--- src/rtl/bank_sched.sv ---
// bank_sched: round-robin arbiter that grants one requester at a time to a bank for HOLD cycles.
// Optional feature macro BANK_SCHED_LOCK_EN: req_lock in the ack cycle keeps that requester's priority.
module bank_sched #(
  parameter int NREQ  = 4,
  parameter int NBANK = 32,
  parameter int HOLD  = 3,
  localparam int A    = (NBANK > 1) ? $clog2(NBANK) : 1
) (
  input  logic              clk,
  input  logic              rst,
  input  logic [NREQ-1:0]   req_valid,
  input  logic [NREQ*A-1:0] req_addr,
  input  logic [NREQ-1:0]   req_lock,
  output logic [NREQ-1:0]   gnt,
  output logic [NREQ-1:0]   ack,
  output logic [A-1:0]      bank_addr,
  output logic [NBANK-1:0]  csel,
  output logic              busy
);

  localparam int PW = (NREQ > 1) ? $clog2(NREQ) : 1;
  localparam int CW = $clog2(HOLD + 1);

  localparam logic [0:0] IDLE = 1'b0;
  localparam logic [0:0] BUSY = 1'b1;

  logic [0:0]       state_reg;
  logic [PW-1:0]    ptr_reg;
  logic [PW-1:0]    g_reg;
  logic [CW-1:0]    cnt_reg;
  logic [NREQ-1:0]  gnt_reg;
  logic [NREQ-1:0]  ack_reg;
  logic [A-1:0]     bank_addr_reg;
  logic [NBANK-1:0] csel_reg;

  logic             found;
  logic [PW-1:0]    pick;
  logic [A-1:0]     sel_addr;
  logic [NREQ-1:0]  gnt_dec;
  logic [NBANK-1:0] csel_dec;
  logic [PW-1:0]    ptr_adv;
  logic [PW-1:0]    ptr_ret;

  // First valid requester at or after ptr, wrapping around.
  always_comb begin
    found = 1'b0;
    pick  = '0;
    for (int k = 0; k < NREQ; k++) begin
      if (!found && req_valid[(int'(ptr_reg) + k) % NREQ]) begin
        found = 1'b1;
        pick  = PW'((int'(ptr_reg) + k) % NREQ);
      end
    end
  end

  assign sel_addr = req_addr[int'(pick)*A +: A];
  assign gnt_dec  = NREQ'(1) << pick;

  // Addresses at or beyond NBANK match no decoder bit, leaving csel all zero.
  generate
    for (genvar gi = 0; gi < NBANK; gi++) begin : g_dec
      assign csel_dec[gi] = (sel_addr == A'(gi));
    end
  endgenerate

  assign ptr_adv = (int'(g_reg) == NREQ - 1) ? '0 : g_reg + 1'b1;

`ifdef BANK_SCHED_LOCK_EN
  assign ptr_ret = req_lock[g_reg] ? g_reg : ptr_adv;
`else
  logic unused_lock;
  assign unused_lock = ^req_lock;
  assign ptr_ret     = ptr_adv;
`endif

  always_ff @(posedge clk or posedge rst) begin
    if (rst) begin
      state_reg     <= IDLE;
      ptr_reg       <= '0;
      g_reg         <= '0;
      cnt_reg       <= '0;
      gnt_reg       <= '0;
      ack_reg       <= '0;
      bank_addr_reg <= '0;
      csel_reg      <= '0;
    end else begin
      case (state_reg)
        IDLE: begin
          if (found) begin
            state_reg     <= BUSY;
            g_reg         <= pick;
            gnt_reg       <= gnt_dec;
            bank_addr_reg <= sel_addr;
            csel_reg      <= csel_dec;
            cnt_reg       <= CW'(HOLD - 1);
            ack_reg       <= (HOLD == 1) ? gnt_dec : '0;
          end
        end
        default: begin
          if (cnt_reg == '0) begin
            state_reg <= IDLE;
            gnt_reg   <= '0;
            csel_reg  <= '0;
            ack_reg   <= '0;
            ptr_reg   <= ptr_ret;
          end else begin
            // ack is registered, so raise it on the edge where cnt reaches zero.
            cnt_reg <= cnt_reg - 1'b1;
            ack_reg <= (cnt_reg == CW'(1)) ? gnt_reg : '0;
          end
        end
      endcase
    end
  end

  assign gnt       = gnt_reg;
  assign ack       = ack_reg;
  assign bank_addr = bank_addr_reg;
  assign csel      = csel_reg;
  assign busy      = (state_reg == BUSY);

endmodule

--- config.mk ---
export PLATFORM = sky130hd
export DESIGN_NAME = bank_sched
export DESIGN_NICKNAME = d
export VERILOG_FILES = /design/src/rtl/bank_sched.sv
export SDC_FILE = /design/constraint.sdc
export NUM_CORES = 1
export LEC_CHECK = 0
export ABC_AREA = 0
export BUFFER_PORTS_ARGS = -buffer_cell sky130_fd_sc_hd__buf_4
export CORE_MARGIN = 4
export CORE_UTILIZATION = 40
export CTS_BUF_LIST = sky130_fd_sc_hd__clkbuf_4 sky130_fd_sc_hd__clkbuf_8
export CTS_CLUSTER_DIAMETER = 100
export DETAILED_ROUTE_END_ITERATION = 16
export GPL_TIMING_DRIVEN = 0
export PLACE_DENSITY = 0.7
export SYNTH_ARGS = -nofsm -noshare
export SYNTH_HDL_FRONTEND = slang
export SYNTH_SLANG_ARGS = --single-unit
--- constraint.sdc ---
create_clock -name clk -period 3.2 [get_ports clk]
set_clock_uncertainty 0.2 [all_clocks]
set_input_delay 0.48 -clock clk [delete_from_list [all_inputs] [get_ports clk]]
set_output_delay 0.48 -clock clk [all_outputs]
set_load 0.01 [all_outputs]
=== After elaboration in Yosys (flattened, before gate mapping) ===
Index checks and enable logic that the tools add are counted.
W data, S select, Z words.

* $add $sub $neg: 5
* $mul: 1
* Order comparisons: 4
* Eq/ne operators: 35
* Shift-type cells: 2
* Muxes and demuxes: 36
* Bitwise operators: 4
* Reductions and logical operators: 16

{| class="wikitable"
|+ Operators with widths
! kind !! count
|-
| $mux W32 || 3
|-
| $eq A5 B5 Y1 const B || 16
|-
| $eq A5 B4 Y1 const B || 8
|-
| $mux W4 || 7
|-
| $eq A5 B3 Y1 const B || 4
|-
| $shiftx A20 B6 Y5 || 1
|-
| $mux W2 || 8
|-
| $mux W1 || 14
|-
| $lt A3 B4 Y1 const B || 3
|-
| $eq A5 B2 Y1 const B || 2
|-
| $bmux W1 S2 || 4
|-
| $reduce_and A2 Y1 || 4
|-
| $reduce_or A2 Y1 || 3
|-
| $eq A5 B1 Y1 const B || 1
|-
| $logic_not A5 Y1 || 1
|-
| $mul A2 B3 Y5 const B || 1
|-
| $add A2 B1 Y2 const B || 2
|-
| $add A2 B2 Y2 const B || 2
|-
| $eq A2 B1 Y1 const B || 2
|-
| $shl A1 B2 Y4 const A || 1
|-
| $and A1 B1 Y1 const A || 3
|-
| $logic_and A1 B1 Y1 || 3
|-
| $logic_not A1 Y1 || 3
|-
| $lt A2 B3 Y1 const B || 1
|-
| 6 further kinds || 6
|}

* Flip-flop bits (word level): 52
* Input port bits: 30
* Output and inout port bits: 46

=== Logic depth before layout (Yosys ltp) ===
* Depth after elaboration: 19
* Gate-level depth with buffers: 10

=== Worst setup path before layout ===
No wires, ideal clock.

* Path type: input -> register
* From: in req_valid[2]
* To: reg csel_reg[4] (netlist: csel[4])
* Library setup time: 0.122 ns
* Arrival time: 2.392 ns
* Data required time: 2.878 ns
* Setup slack: 0.487 ns
* Stages: 9
* Buffers on the path: 3
* Cells stage by stage: nor2b_1 or4b_1 clkbuf_2 and3_1 a211o_1 and3_1 buf_2 buf_6 a32o_1

* Word-level cells in the longest chain between the ends: 17
* Elaborated cells between the ends (all ways): 32

{| class="wikitable"
|+ RTL lines
! what !! RTL line !! source
|-
| start: declaration || 11 || <nowiki>input logic [NREQ-1:0] req_valid,</nowiki>
|-
| $bmux W1 S2 || 49 || <nowiki>if (!found && req_valid[(int'(ptr_reg) + k) % NREQ]) begin</nowiki>
|-
| $mux W1 (implied by the code) || 49 ||
|-
| $mux W1 || 49 ||
|-
| $logic_not A1 Y1 || 49 ||
|-
| $logic_and A1 B1 Y1 || 49 ||
|-
| $mux W1 || 49 ||
|-
| $logic_not A1 Y1 || 49 ||
|-
| $logic_and A1 B1 Y1 || 49 ||
|-
| $mux W1 || 49 ||
|-
| $logic_not A1 Y1 || 49 ||
|-
| $logic_and A1 B1 Y1 || 49 ||
|-
| $mux W2 || 49 ||
|-
| $mul A2 B3 Y5 || 56 || <nowiki>assign sel_addr = req_addr[int'(pick)*A +: A];</nowiki>
|-
| $shiftx A20 B6 Y5 || 56 ||
|-
| $eq A5 B3 Y1 || 62 || <nowiki>assign csel_dec[gi] = (sel_addr == A'(gi));</nowiki>
|-
| $mux W32 || 89 || <nowiki>if (found) begin</nowiki>
|-
| $mux W32 || 87 || <nowiki>case (state_reg)</nowiki>
|-
| end signal: assignment || 94 || <nowiki>csel_reg <= csel_dec;</nowiki>
|-
| end: declaration || 34 || <nowiki>logic [NBANK-1:0] csel_reg;</nowiki>
|}

Several ways; a longest one is shown, not always the timed one. The select of a mux whose other input is x is not followed.
A chain may end at the register's enable or synchronous reset.

=== Final worst setup path ===
* From: reg ptr_reg[0]
* To: reg csel_reg[0] (netlist: csel[0])

* Word-level cells in the longest chain between the ends: 17
* Elaborated cells between the ends (all ways): 35

{| class="wikitable"
|+ RTL lines
! what !! RTL line !! source
|-
| start: declaration || 28 || <nowiki>logic [PW-1:0] ptr_reg;</nowiki>
|-
| start signal: assignment || 105 || <nowiki>ptr_reg <= ptr_ret;</nowiki>
|-
| $add A2 B1 Y2 or $bmux W1 S2 (tied branches) || 49, 51 ||
|-
| $bmux W1 S2 or $mux W1 (tied branches) || 49 ||
|-
| $mux W1 (implied by the code) || 49 ||
|-
| $mux W1 (implied by the code) or $logic_not A1 Y1 (tied branches) || 49 ||
|-
| $logic_and A1 B1 Y1 || 49 ||
|-
| $mux W1 || 49 ||
|-
| $logic_not A1 Y1 || 49 ||
|-
| $logic_and A1 B1 Y1 || 49 ||
|-
| $mux W1 || 49 ||
|-
| $logic_not A1 Y1 || 49 ||
|-
| $logic_and A1 B1 Y1 || 49 ||
|-
| $mux W2 || 49 ||
|-
| $mul A2 B3 Y5 || 56 ||
|-
| $shiftx A20 B6 Y5 || 56 ||
|-
| $logic_not A5 Y1 || 62 ||
|-
| $mux W32 || 89 ||
|-
| $mux W32 || 87 ||
|}

Several ways; a longest one is shown, not always the timed one. The select of a mux whose other input is x is not followed.

==> impl_metrics.toml <==
[sta]
finalSetupViolations = 0
slew_headroom_pct = 55.0
setup_tns_ps = 0
drv_slew = 0
tightest_slew_ps = 673
rsz0062_at_grt = "false"
post-route-period-util_pct = 90.3
hold_violations = 0
max_freq_mhz = 346
period_needed_ps = 2890

[drt]
routed_via_density = 5.73
first_iter_violations = 110
drc = 0
ant_nets = 0
drt-total-wl_um = 6150
post_drt_wl_per_cell_um = 16.6
via_count = 2120
drt-pass1-iter-count = 4

[synthesis]
syn-cell-area_um2 = 2410
ys_ff_latch = 52
synth_top_area_share_pct = 54.0
synth-simple-area-share_pct = 15.8
synthFlopType = "dfrtp_1"
synth-edff-count = 0
yosys-top-cells-area = "dfrtp_1, a32o_1, nand2_1"
synth_cell_types = 31
synth_top_area_cell = "dfrtp_1"
synth.area.mux_share_pct = 0.468
synth_fp_nets = 250
avgSynthCellArea_um2 = 11.1
yosysMostFrequentCell = "dfrtp_1"
synth_top_family_by_area = "compound AO/OA/AOI/OAI gates"
seq_area_frac_synth_pct = 54.0
synthAdderAreaFrac_pct = 1.56
synth_commonest_cells = "dfrtp_1, a32o_1, nand2_1"
synth-xor-area-share_pct = 0
async_reset_ff_share_pct = 100
synth_compound_area_share_pct = 23.6
yosys_warnings = 0
syn-instance-count = 217

[worst_setup_path]
setup.worst_path.class = "reg2reg"
worstSetupStartpointType = "flop"
crit_end = "csel[0]"
reg2reg_to = "csel[0]"
crit_start = "ptr_reg[0]"
critPathCaptureType = "flop"
regToRegStartpoint = "ptr_reg[0]"
r2r_cells = 9
path_max_fanout = 10
r2r_slack_ps = 310
worstPathRequired_ps = 3240
cp.arrival_ps = 2930

[pwr]
ir_worst_vdd_v = 0.000328
power_density_nw_per_um2 = 852
power_uw = 2690
leakage_uw = 0.00155

[place]
portBuffers = 71
routabilityCongestion = 0.744
place_hpwl_um = 4550

[global_routing]
grt_use_total_pct = 17.3
grt_pass1_vias = 2081
antenna_found_initial = 0
grt_pass1_wl_um = 10100
grt_overflow = 0
grt_max_degree = 45

[clock_network]
clk_path_buf_depth = 2
clock-sinks = 52
clock_latency_ps = 290
cts.clk_slew.worst_paths_ps = 90
post_cts_buffers = 0
cts_inserted_buffers = 5
clockRootBuffer = "clkbuf_8"
cts_tree = "done"
cts_max_level = 2

[layout]
nNetsFinal = 330
largest_register_ffs = 32
layout-drive-gt1-share_pct = 34.2
fin_util_pct = 55.7
n_antenna_cell = 0
area_growth_pct = 31.2

[die]
design.die.area_um2 = 7330
coreArea_um2 = 5680
die_height_um = 85.6
start_util_pct = 42.4
chipWidth_um = 85.6
io_pins = 76
num_rows = 27

[flow_run]
drv_cap = 0

[status]
status = "complete, no violations"

[min_path]
hp-class = "reg2reg"
[routing by layer]
layer / GRT usage (%) / part of all wire (%)
met1: 22.9 / 43
met2: 28.6 / 50
met3: 3.75 / 5.8
met5: 0 / 0
met4: 5.18 / 1.4
[layout make-up]
| class | instances | area [µm²] |
|---|---|---|
| timing repair buffer | 73 | 563 |
| clock inverter | 1 | 7.51 |
| buffer | 20 | 97.6 |
| multi-input combinational | 142 | 998 |
| clock buffer | 7 | 90.1 |
| fill | 528 | 2520 |
| inverter | 3 | 11.3 |
| tap | 72 | 90.1 |
| sequential | 52 | 1300 |
[layout by cell type, fill, tap and decap left out, types with 4 or more instances in the layout]
cell type / instances
buf_4: 71
a221oi_1: 4
o21ai_0: 8
clkbuf_1: 7
a21bo_2: 4
nor4_1: 5
dfrtp_1: 52
nand2_1: 30
nor2b_1: 10
nor2_1: 4
clkbuf_8: 6
nor3b_1: 4
nand3_1: 10
buf_2: 10
a32o_1: 36
a32oi_1: 4
[cell families (layout without fill, tap and decap cells)]
group	Yosys count	count (layout)
AOI/OAI and AO/OA	63	63
adders and majority gates	3	3
buffers and inverters	23	104
DFF	52	52
muxes	1	1
and+or+nand+nor	75	75
[through the flow]
step | setup slack, ps | hold slack, ps | std cells | area [µm²]
global route | 132 | 322 | 370 | 3160
finish | 310 | 299 | 370 | 3160
CTS | 325 | 303 | 370 | 3160
detailed placement | 120 | 217 | 361 | 3050
global placement | 189 | 264 | 360 | 3030
floorplan | 487 | 254 | 217 | 2410
[worst max-delay path, cell delays in order, from the launching register on]
cell and delay (ps):
dfrtp_1 420, nor2b_1 340, or4b_1 180, clkbuf_2 160
buf_2 220, nand2_1 120, a211o_1 340, a21oi_2 330
buf_2 310, a32o_1 200
[power by group]
part / leakage (µW) / switching, µW / internal (µW)
registers: 0.000699 / 119 / 826
clock network: 0.0000479 / 204 / 184
logic: 0.000800 / 824 / 536
total: 0.00155 / 1150 / 1550
[how the worst min path moves through the flow]
| stage | start | end | slack [ps] | depth (start not counted) |
|---|---|---|---|---|
| 6_report | g_reg[1] | g_reg[1] | 300 | 2 |
| 5_1_grt | ack[0] | ack[0] | 320 | 1 |
| 4_1_cts | bank_addr[0] | bank_addr[0] | 300 | 2 |
| 2_1_floorplan | g_reg[1] | g_reg[1] | 250 | 2 |
| 3_5_place_dp | rst | ack[2] | 220 | 2 |
| 3_3_place_gp | bank_addr[2] | bank_addr[2] | 260 | 1 |
[timing repair]
item,4_1_cts,5_1_grt
gates resized for setup,0,0
hold buffers,1,0
endpoints found under the hold margin,8,0
(Power assumes the default switching activity.)
